$ cat config.mk
export PLATFORM = sky130hd
export DESIGN_NAME = morse_timing_receiver
export DESIGN_NICKNAME = d
export VERILOG_FILES = /design/src/rtl/morse_timing_receiver.sv
export SDC_FILE = /design/constraint.sdc
export NUM_CORES = 1
export LEC_CHECK = 0
export BUFFER_PORTS_ARGS = -buffer_cell sky130_fd_sc_hd__buf_2
export CAP_MARGIN = 30
export CORE_MARGIN = 5
export CORE_UTILIZATION = 44
export CTS_CLUSTER_SIZE = 25
export DETAILED_ROUTE_END_ITERATION = 6
export GPL_TIMING_DRIVEN = 0
export PLACE_DENSITY_LB_ADDON = 0.12
export REMOVE_ABC_BUFFERS = 1
export SLEW_MARGIN = 20
export SYNTH_ARGS = -nofsm -noshare
export SYNTH_HDL_FRONTEND = slang
export SYNTH_SLANG_ARGS = --single-unit
$ cat constraint.sdc
create_clock -name clk -period 2.8 [get_ports clk]
set_input_delay 0 -clock clk [delete_from_list [all_inputs] [get_ports clk]]
set_output_delay 0 -clock clk [all_outputs]
set_load 0.05 [all_outputs]
$ cat src/rtl/morse_timing_receiver.sv
// morse_timing_receiver: straight-key Morse receiver that times presses and releases
// to classify dots/dashes and detect character and word gaps.
// Ports:
//   clk        system clock
//   rst        asynchronous active-low reset
//   tick       one-cycle sample strobe; all timing counts ticks
//   key_in     debounced key level (1 = pressed), synchronous to clk
//   morse_code symbols of the last character, first symbol in bit 0, 1 = dash
//   morse_len  number of valid symbols in morse_code
//   code_valid one-cycle pulse when morse_code/morse_len update
//   word_gap   one-cycle pulse at a detected word gap
//   error      one-cycle pulse when a character is discarded (overflow / stuck key)
//   busy       high whenever the receiver is not idle
//   tone_out   sidetone square wave while keyed (only with MORSE_RX_SIDETONE_EN)
// Build option: define MORSE_RX_SIDETONE_EN to build the sidetone toggle register.
module morse_timing_receiver #(
    parameter int UNIT_TICKS = 200,
    parameter int MIN_TICKS  = 10,
    parameter int MAX_LEN    = 5
) (
    input  logic               clk,
    input  logic               rst,
    input  logic               tick,
    input  logic               key_in,
    output logic [MAX_LEN-1:0] morse_code,
    output logic [2:0]         morse_len,
    output logic               code_valid,
    output logic               word_gap,
    output logic               error,
    output logic               busy,
    output logic               tone_out
);
    localparam int CW = $clog2(8*UNIT_TICKS+1);
    localparam logic [CW-1:0] C_SAT  = CW'(8*UNIT_TICKS);
    localparam logic [CW-1:0] C_SAT1 = CW'(8*UNIT_TICKS-1);
    localparam logic [CW-1:0] C_MIN  = CW'(MIN_TICKS);
    localparam logic [CW-1:0] C_DASH = CW'(2*UNIT_TICKS);
    localparam logic [CW-1:0] C_CH   = CW'(2*UNIT_TICKS-1);
    localparam logic [CW-1:0] C_WD   = CW'(5*UNIT_TICKS-1);
    localparam logic [2:0]    C_MAXL = 3'(MAX_LEN);

    typedef enum logic [1:0] {IDLE, MARK, SPACE, WORD_WAIT} state_t;

    state_t             r_state, w_state;
    logic [CW-1:0]      r_cnt, w_cnt;
    logic [MAX_LEN-1:0] r_sr, w_sr;
    logic [2:0]         r_len, w_len;
    logic               r_flag, w_flag;
    logic               w_cv, w_err, w_wg;

    always_ff @(posedge clk or negedge rst) begin
        if (!rst) begin
            r_state    <= IDLE;
            r_cnt      <= '0;
            r_sr       <= '0;
            r_len      <= '0;
            r_flag     <= 1'b0;
            morse_code <= '0;
            morse_len  <= '0;
            code_valid <= 1'b0;
            error      <= 1'b0;
            word_gap   <= 1'b0;
        end else begin
            r_state    <= w_state;
            r_cnt      <= w_cnt;
            r_sr       <= w_sr;
            r_len      <= w_len;
            r_flag     <= w_flag;
            code_valid <= w_cv;
            error      <= w_err;
            word_gap   <= w_wg;
            if (w_cv) begin
                morse_code <= r_sr;
                morse_len  <= r_len;
            end
        end
    end

    always_comb begin
        w_state = r_state;
        w_cnt   = r_cnt;
        w_sr    = r_sr;
        w_len   = r_len;
        w_flag  = r_flag;
        w_cv    = 1'b0;
        w_err   = 1'b0;
        w_wg    = 1'b0;
        if (tick) begin
            case (r_state)
                IDLE: if (key_in) begin
                    w_state = MARK;
                    w_cnt   = CW'(1);
                end
                MARK: if (key_in) begin
                    w_cnt  = (r_cnt == C_SAT) ? r_cnt : r_cnt + CW'(1);
                    // stuck key flagged the tick the counter reaches saturation
                    w_flag = r_flag | (r_cnt >= C_SAT1);
                end else begin
                    w_cnt   = '0;
                    w_state = SPACE;
                    if (r_cnt >= C_SAT) begin
                        w_flag = 1'b1;
                    end else if (r_cnt < C_MIN) begin
                        w_state = (r_len != 3'd0) ? SPACE : IDLE;
                    end else if (r_len == C_MAXL) begin
                        w_flag = 1'b1;
                    end else begin
                        w_sr  = r_sr | (MAX_LEN'(r_cnt >= C_DASH) << r_len);
                        w_len = r_len + 3'd1;
                    end
                end
                SPACE: if (key_in) begin
                    w_state = MARK;
                    w_cnt   = CW'(1);
                end else if (r_cnt == C_CH) begin
                    w_err   = r_flag;
                    w_cv    = !r_flag && (r_len != 3'd0);
                    w_sr    = '0;
                    w_len   = '0;
                    w_flag  = 1'b0;
                    w_cnt   = '0;
                    w_state = WORD_WAIT;
                end else begin
                    w_cnt = r_cnt + CW'(1);
                end
                WORD_WAIT: if (key_in) begin
                    w_state = MARK;
                    w_cnt   = CW'(1);
                end else if (r_cnt == C_WD) begin
                    w_wg    = 1'b1;
                    w_cnt   = '0;
                    w_state = IDLE;
                end else begin
                    w_cnt = r_cnt + CW'(1);
                end
                default: w_state = IDLE;
            endcase
        end
    end

`ifdef MORSE_RX_SIDETONE_EN
    logic r_tone;
    always_ff @(posedge clk or negedge rst) begin
        if (!rst)
            r_tone <= 1'b0;
        else
            r_tone <= (r_state == MARK && key_in) ? (r_tone ^ tick) : 1'b0;
    end
`endif

    always_comb begin
        busy = (r_state != IDLE);
`ifdef MORSE_RX_SIDETONE_EN
        tone_out = r_tone;
`else
        tone_out = 1'b0;
`endif
    end
endmodule

## Word level (Yosys, flattened, before mapping)

Index checks and enable logic that the tools add are counted.

| operators by class | value |
|---|---|
| $add $sub $neg | 2 |
| magnitude comparators | 4 |
| eq/ne operators | 19 |
| shift-type cells | 1 |
| mux-type cells | 51 |
| bitwise logic cells | 2 |
| reductions and logical operators | 10 |

Operators with widths:

| kind | count |
|---|---|
| 11-bit 2-to-1 mux | 7 |
| 11-bit one-hot mux with 4 select lines | 1 |
| 5-bit 2-to-1 mux | 6 |
| 11-bit >= comparator (second input constant) | 2 |
| 1-bit 2-to-1 mux | 18 |
| 2-bit 2-to-1 mux | 9 |
| 3-bit 2-to-1 mux | 6 |
| 2-bit inequality test (second input constant) | 7 |
| 11-bit by 1-bit adder with 11-bit output (second input constant) | 1 |
| 11-bit by 10-bit == test with 1-bit output (second input constant) | 1 |
| 11-bit == test (second input constant) | 1 |
| 11-bit by 9-bit == test with 1-bit output (second input constant) | 1 |
| 11-bit by 9-bit >= comparator with 1-bit output (second input constant) | 1 |
| 11-bit by 4-bit < comparator with 1-bit output (second input constant) | 1 |
| 5-bit one-hot mux with 2 select lines | 1 |
| 3-bit inequality test (second input constant) | 3 |
| 4-bit inequality test (second input constant) | 2 |
| 2-bit one-hot mux with 4 select lines | 1 |
| 8-bit AND reduction | 1 |
| 3-bit one-hot mux with 2 select lines | 1 |
| 6-bit AND reduction | 1 |
| 5-bit bitwise OR | 1 |
| 5-bit AND reduction | 1 |
| 1-bit by 3-bit << shifter with 5-bit output | 1 |
| other kinds (12) | 14 |

| word-level totals | value |
|---|---|
| flip-flop bits (word level) | 33 |
| input bits | 4 |
| output and inout bits | 13 |
| word-level logic and storage cells | 99 |

## Depth between registers and ports, before layout

Gate-level depths: netlist of the first run.

| logic depth | value |
|---|---|
| depth in word-level cells | 8 |
| mapped depth | 8 |

## Worst setup path after synthesis of the first run

Ideal clock, no wire load.

| timing path | value |
|---|---|
| path kind | register to register |
| from | register r_cnt[0] |
| to | register morse_code[0] |
| data arrival time | 2.030 ns |
| slack | 0.645 ns |
| stages on the path, launching flop included | 9 |
| path buffers | 2 |
| period minus slack after synthesis | 2.155 ns |
| cells stage by stage | dfrtp_1 ha_1 and3_1 and4b_1 buf_6 nand2_4 or3_1 buf_6 mux2_4 |

| between the ends | value |
|---|---|
| word-level cells in the longest chain between the ends | 5 |

Ends and longest elaborated chain:

| item | RTL line | text |
|---|---|---|
| start: declaration | 45 | `logic [CW-1:0] r_cnt, w_cnt;` |
| start signal: assignment | 65 | `r_cnt <= w_cnt;` |
| 11-bit by 9-bit == test with 1-bit output | 115 | `end else if (r_cnt == C_CH) begin` |
| 1-bit 2-to-1 mux | 115 |  |
| 1-bit 2-to-1 mux | 112 | `SPACE: if (key_in) begin` |
| 1-bit 2-to-1 mux | 89 | `case (r_state)` |
| 1-bit 2-to-1 mux | 88 | `if (tick) begin` |
| end signal: assignment | 73 | `morse_code <= r_sr;` |
| end: declaration | 25 | `output logic [MAX_LEN-1:0] morse_code,` |

No other way between the ends.
A chain may end at the register's enable or synchronous reset.

## Worst setup path after layout of the first run

| timing path | value |
|---|---|
| from | register r_cnt[0] |
| to | register morse_len[2] |

| between the ends | value |
|---|---|
| word-level cells in the longest chain between the ends | 5 |

Ends and longest elaborated chain:

| item | RTL line | text |
|---|---|---|
| 11-bit by 9-bit == test with 1-bit output | 115 |  |
| 1-bit 2-to-1 mux | 115 |  |
| 1-bit 2-to-1 mux | 112 |  |
| 1-bit 2-to-1 mux | 89 |  |
| 1-bit 2-to-1 mux | 88 |  |
| end signal: assignment | 74 | `morse_len <= r_len;` |
| end: declaration | 26 | `output logic [2:0] morse_len,` |

No other way between the ends.

==> metrics.cfg, run 1 <==
[outcome]
status=complete, no violations

[timing]
maxSlewHeadroom_pct=47.03
layout_min_cycle_time_ns=2.552
fin_skew_ns=0.007217
finalHoldViolations=0
worstMarginPinSlew_ns=0.7933
post-route-period-util_pct=91.15
hold_ws_ns=0.08938
setup_viol_count_final=0
fmax_ghz=0.3918
rsz0062_at_grt=no
maxSlewViolCount=0
fin_tns_setup_ns=0

[clocking]
cts_tree=done
cts_root_buf=clkbuf_8
clk_latency_ns=0.28
cts_buffers=5
path_clk_slew_ns=0.07
clock_sinks=33
clockBufferDepth=2
cts_setup_buffers=0
h-tree-depth=2

[die]
io_pins=17
row_count=24
dieWidth_um=76.71
initial_utilization_pct=45.28
core_area_mm2=0.004324
fp.dieArea_mm2=0.005884
die_y_um=76.71

[placement]
dp_hpwl_um=2860
gp_congestion=0.8223
portBuffers=15

[logic_synthesis]
avgSynthCellArea_um2=10.53
ys_seq_area_share_pct=42.17
synth_flop_cell=dfrtp_1
synth_top_area_share_pct=42.17
synthSimpleGateAreaFrac_pct=21.34
ys_warn_count=0
syn_inst=186
synth_async_sr_flop_share_pct=100.0
synth_top_family_by_area=simple AND/OR/NAND/NOR gates
muxShareOfSynthArea_pct=7.284
ys_top_cells_by_area=dfrtp_1 42%, mux2_4 6.1%, a22o_1 4.0%
ys_ff_latch=33
synth_edf_count=0
synth_cell_types=53
synth_compound_area_share_pct=20.26
synth-xor-area-share_pct=0
synth-adder-area-share_pct=3.834
syn_area_mm2=0.001958
yosys.area.top_type=dfrtp_1

[critical_path]
cp-endpoint=morse_len[2]
crit_path_start_kind=flop
cp_max_fo=10
timing.rr.end=morse_len[2]
reg2reg_depth=6
reg2reg_slack_ns=0.25
worstPathArrival_ns=2.72
r2r_start=r_cnt[0]
worstSetupStartpoint=r_cnt[0]
crit_type=flop to flop
critPathCaptureType=flop
required_ns=2.97

[route]
wl_um=4024
wl_per_cell_um=15.91
vias_per_cell=5.972
drt_iter0_drc=59
firstDrtPassIters=4
vias=1511
drc_errors=0
postRouteAntennaNets=0

[global_routing]
grt_max_degree=34
antenna_found_initial=0
grt-ovfl-total=0
grt_pass1_wl_um=6782
grt_pass1_vias=1412
grt_use_total_pct=14.02

[cells_and_area]
seq_area_um2=825.8
layout.filler_cells=413
final_common_cell=dfrtp_1
mostFrequentLayoutCells=33 x dfrtp_1, 15 x buf_2, 13 x nand2_1, 13 x nor2_1
multi_input_area_mm2=0.001041
nNetsFinal=210
area_delta_synth_final_pct=8.946
drive_gt1_share_pct=22.39
antenna_cells=0
fin_util_pct=49.33

[power]
p_leak_uw=0.001048
power_density_mw_per_mm2=624.3
peakVddDrop_uv=346.1
power_uw=1332

[flow_run]
maxCapViolations=0

[min_path]
hold_depth=3
min_path_type=input pin to flop
min-delay-start=tick

==> cells in the mapped netlist, drive strengths merged (3+ instances only) <==
cell and n:
ha 6, o311ai 4, dfrtp 33, and3 3, nor3 4, a22o 9
nand2 14, a21o 5, inv 9, a21oi 3, nand3 11, mux2 10
nor2 15, buf 7, nor2b 4, o21ai 11, o31ai 6
==> final cells by class <==
cell class              instances  area share [%]
clock buffers                   6           3.402
clock inverters                 2          0.4692
inverters                       9           1.584
multi-input cells             135           48.80
flip-flops and latches         33           38.71
well taps                      52           3.050
repair buffers                 16           3.988
==> repair_timing <==
item,CTS,global route
hold endpoints to repair,33,0
gates resized for setup,0,1
setup endpoints to repair,0,8
hold buffers,1,0
==> critical path, stage by stage (launching register included) <==
cell	delay, ns
dfrtp_1	0.52
ha_1	0.27
and3_1	0.25
and4b_1	0.46
nand2_4	0.11
or3_4	0.48
mux2_4	0.32
==> cell families (layout without fill, tap and decap cells) <==
kind of cell               count (synthesis)  count (layout)
adders and majority gates                  6               6
muxes                                     10              10
AOI/OAI and AO/OA                         48              48
and+or+nand+nor                           70              70
buffers and inverters                     18              33
other                                      1               1
DFF                                       33              33
==> metal layers <==
metal  part of all wire [%]  track usage, %  vias to the layer above  routed length [µm]
li1                       -               -                      716                   -
met2                     51           23.77                       43                2041
met4                    1.4           5.420                        0                  57
met5                      0               0                        -                   0
met3                    5.0           3.162                        9                 200
met1                     43           17.16                      743                1725
==> worst min-delay path by stage <==
stage,endpoint,slack (ns)
after floorplan,code_valid,-0.30
after global placement,error,0.09
after detailed placement,morse_code[3],0.11
after global routing,r_flag,0.12
after CTS,r_flag,0.09
final,r_flag,0.09
==> flip-flops by register name (all words and copies together) (netlist names) <==
signal      cells
error           1
morse_code      5
r_cnt          11
r_len           3
morse_len       3
code_valid      1
r_sr            5
word_gap        1
r_state         2
r_flag          1
==> stage by stage <==
step | instance area (µm²) | instances | setup WS (ns)
2_1_floorplan | 1896 | 177 | 0.4858
3_3_place_gp | 2036 | 244 | 0.1655
3_5_place_dp | 2036 | 244 | 0.09227
4_1_cts | 2128 | 253 | 0.08987
5_1_grt | 2133 | 253 | 0.1487
6_report | 2133 | 253 | 0.2479
==> power by group <==
part | total, µW | internal (µW) | switching [µW]
Clock | 347 | 172 | 175
Sequential | 608 | 511 | 96.8
Combinational | 377 | 155 | 222
Total | 1330 | 838 | 494
Power figures use the tool's default switching activity.
==> run 2: changes to the inputs <==
Settings changed: RECOVER_POWER from default to 25, SKIP_CTS_REPAIR_TIMING from default to 1.
==> metrics.cfg, run 2 (synthesis results as in run 1) <==
[outcome]
failed_checks=max-capacitance violations, max-slew violations
status=finished with violations

[clocking]
clockBufferDepth=2
clock_sinks=33
cts_root_buf=clkbuf_8
cts_tree=done
path_clk_slew_ns=0.07
h-tree-depth=2
cts_buffers=5
clk_latency_ns=0.29

[flow_run]
maxCapViolations=1

[critical_path]
critPathCaptureType=flop
crit_path_start_kind=flop
reg2reg_slack_ns=0.25
crit_type=flop to flop
worstPathArrival_ns=2.72
cp_max_fo=10
required_ns=2.97

[die]
io_pins=17
core_area_mm2=0.004324
initial_utilization_pct=45.28
row_count=24
dieWidth_um=76.71
fp.dieArea_mm2=0.005884
die_y_um=76.71

[route]
wl_um=4027
wl_per_cell_um=15.92
firstDrtPassIters=4
vias_per_cell=5.901
met3WireLength_um=210
top_layer=met4
vias=1493
postRouteAntennaNets=0
wl_met2_um=2033
drt_iter0_drc=54
wl_met1_um=1733
drc_errors=0

[placement]
gp_congestion=0.8223
portBuffers=15
dp_hpwl_um=2860
placed_cell_area_mm2=0.002036

[global_routing]
grt_use_total_pct=13.99
grt_max_degree=34
antenna_found_initial=0
grt-ovfl-total=0
grt_pass1_vias=1409
grt_pass1_wl_um=6768

[timing]
finalHoldViolations=0
fin_skew_ns=0.007468
fmax_ghz=0.3923
maxSlewHeadroom_pct=-19.57
fin_tns_setup_ns=0
layout_min_cycle_time_ns=2.549
maxSlewViolCount=34
worstMarginPinSlew_ns=1.794
rsz0062_at_grt=no
setup_viol_count_final=0
post-route-period-util_pct=91.03

[cells_and_area]
final_common_cell=dfrtp_1
largest_reg_flops=11
drive_gt1_share_pct=16.42
fin_util_pct=48.99
regMostFlops=r_cnt
mostFrequentLayoutCells=33 x dfrtp_1, 13 x nand2_1, 13 x nor2_1, 13 x clkbuf_1
seq_area_um2=825.8
design_area_mm2=0.002118
area_delta_synth_final_pct=8.179
multi_input_area_mm2=0.001041
reg_top3=r_cnt: 11 flops, morse_code: 5 flops, r_sr: 5 flops
nNetsFinal=210
layout.filler_cells=419
antenna_cells=0

[power]
p_leak_uw=0.0009963
power_density_mw_per_mm2=628.1
peakVddDrop_uv=347.4

[min_path]
min_path_type=input pin to flop

-- run 2: cell type report --
class / count / share of cell area, %
sequential: 33 / 38.98
timing repair buffer: 16 / 3.308
clock buffer: 6 / 3.426
clock inverter: 2 / 0.4725
tap: 52 / 3.071
multi-input combinational: 135 / 49.14
inverter: 9 / 1.595
-- run 2: final timing paths --
check                          from           end  depth (start not counted)
max                        r_cnt[0]  morse_len[2]                          6
min                            tick        r_flag                          3
max reg2reg                r_cnt[0]  morse_len[2]                          6
min reg2reg                 r_sr[1]       r_sr[1]                          2
max in group asynchronous       rst      r_cnt[6]                          2
min in group asynchronous       rst    r_state[1]                          2
-- run 2: power by group --
part	total [µW]	leakage [µW]	internal [µW]	switching, µW
logic	376	0.000513	154	221
registers	607	0.000438	511	96.3
clock network	348	0.0000450	172	175
-- run 2: per-stage QoR --
| stage | hold slack, ns | setup slack (ns) | power [µW] | std cells |
|---|---|---|---|---|
| CTS | -0.2035 | 0.08987 | 1343 | 252 |
| global placement | 0.09425 | 0.1655 | 980.8 | 244 |
| floorplan | -0.2956 | 0.4858 | 886.6 | 177 |
| finish | 0.08736 | 0.2511 | 1330 | 253 |
| global route | 0.1184 | 0.1487 | 1411 | 253 |
| detailed placement | 0.1074 | 0.09227 | 991.4 | 244 |
-- run 2: critical path, cell delays in order, from the launching register on --
cell,delay (ns)
dfrtp_1,0.53
ha_1,0.27
and3_1,0.25
and4b_1,0.46
nand2_4,0.11
or3_4,0.48
mux2_4,0.32
-- run 2: metal layers --
| metal | vias to the layer above | GRT usage, % |
|---|---|---|
| met5 | - | 0 |
| met3 | 7 | 3.162 |
| met2 | 39 | 23.77 |
| li1 | 714 | - |
| met1 | 733 | 17.09 |
| met4 | 0 | 5.420 |
==> run 3: changes to the inputs <==
Settings changed: BUFFER_PORTS_ARGS -buffer_cell sky130_fd_sc_hd__buf_2 to default, DONT_BUFFER_PORTS from default to 1.
Clock period 2.8 ns to 3.1 ns, I/O delays scaled along.
==> metrics.cfg, run 3 (synthesis results as in run 1) <==
[outcome]
status=finished with violations
failed_checks=max-capacitance violations, max-slew violations

[critical_path]
cp_max_fo=10
timing.rr.end=morse_code[4]
reg2reg_depth=6
required_ns=3.27
worstPathArrival_ns=2.85
critPathCaptureType=flop
crit_path_start_kind=flop
r2r_start=r_cnt[0]
crit_type=flop to flop
reg2reg_slack_ns=0.41
worstSetupStartpoint=r_cnt[0]

[clocking]
cts_root_buf=clkbuf_8
h-tree-depth=2
clk_latency_ns=0.28
clock_sinks=33
cts_tree=done
path_clk_slew_ns=0.07
cts_buffers=5
clockBufferDepth=2

[cells_and_area]
final_common_cell=dfrtp_1
mostFrequentLayoutCells=33 x dfrtp_1, 13 x nand2_1, 13 x nor2_1, 11 x nand3_1, 11 x o21ai_0
regMostFlops=r_cnt
reg_top3=r_cnt: 11 flops, morse_code: 5 flops, r_sr: 5 flops
area_delta_synth_final_pct=7.284
nNetsFinal=197
largest_reg_flops=11
drive_gt1_share_pct=15.43
antenna_cells=0

[die]
fp.dieArea_mm2=0.005884
row_count=24
core_area_mm2=0.004324
dieWidth_um=76.71
die_y_um=76.71
initial_utilization_pct=45.28
io_pins=17

[power]
clkPwrFrac_pct=32.2
power_density_mw_per_mm2=618.2
swShare_pct=33.90
power_frac_comb_pct=25.4
seqPwrFrac_pct=42.3
peakVddDrop_uv=346.4
p_leak_uw=0.0009882
switchingPower_uw=440.3
power.internal_uw=858.5

[timing]
rsz0062_at_grt=no
finalHoldViolations=0
maxSlewHeadroom_pct=-18.67
fin_skew_ns=0.005160
worstMarginPinSlew_ns=1.780
fmax_ghz=0.3722
fin_tns_setup_ns=0
setup_viol_count_final=0
post-route-period-util_pct=86.66
layout_min_cycle_time_ns=2.686
worst_slack_ns=0.4136
maxSlewViolCount=34

[placement]
dp_hpwl_um=2823
post-place-ws_ns=0.4055
portBuffers=0
gp_congestion=0.7803

[global_routing]
grt_max_degree=34
antenna_found_initial=0
grt_use_total_pct=14.71
grt-ovfl-total=0
grt_pass1_vias=1489
grt_pass1_wl_um=7093

[min_path]
hold_depth=2
hold_path_end=word_gap
min-delay-start=tick
min_path_type=input pin to flop

[route]
wl_um=4006
drc_errors=0
firstDrtPassIters=5
postRouteAntennaNets=0
vias=1436
drt_iter0_drc=38
vias_per_cell=5.983
wl_per_cell_um=16.69

[flow_run]
maxCapViolations=1

## run 3: through the flow
step,total power (µW),hold WS [ns],cell area (µm²),utilization (%),std cells
2_1_floorplan,800.8,-0.2956,1896,-,177
3_3_place_gp,868.5,-0.2947,1961,45.34,229
3_5_place_dp,876.1,-0.2945,1961,45.34,229
4_1_cts,1302,-0.6064,2077,48.03,237
5_1_grt,1391,0.03201,2101,48.58,240
6_report,1299,0.007799,2101,48.58,240
## run 3: power by group through the flow
stage | sequential [µW] | combinational (µW) | clock [µW]
global placement | 553 | 316 | 0
CTS | 548 | 324 | 431
global route | 559 | 375 | 457
floorplan | 533 | 267 | 0
detailed placement | 556 | 320 | 0
finish | 550 | 330 | 419
## run 3: how the worst max path moves through the flow
stage | end | slack (ns) | depth (start not counted)
after floorplan | morse_len[0] | 0.79 | 6
after CTS | morse_code[4] | 0.40 | 6
after global routing | morse_len[0] | 0.27 | 6
final | morse_code[4] | 0.41 | 6
after global placement | morse_code[0] | 0.46 | 6
after detailed placement | morse_code[4] | 0.41 | 6
## run 3: final cells by class
cell class / instances / area, µm²
Fill cell: 408 / 2223
Multi-Input combinational cell: 135 / 1036
Sequential cell: 33 / 825.8
Clock buffer: 7 / 86.33
Tap cell: 52 / 65.06
Inverter: 9 / 33.78
Clock inverter: 1 / 30.03
Timing Repair Buffer: 3 / 23.77
## run 3: critical path, stage by stage (launching register included)
cell,delay (ns)
dfrtp_1,0.52
ha_1,0.27
and3_1,0.25
and4b_1,0.44
nand2_4,0.11
or3_1,0.59
mux2_4,0.38
## run 3: per-layer routing
layer,GRT usage [%],vias up,wire (µm)
met5,0,-,0
li1,-,690,-
met4,4.895,0,35
met1,18.28,712,1780
met3,4.450,6,205
met2,24.19,28,1985
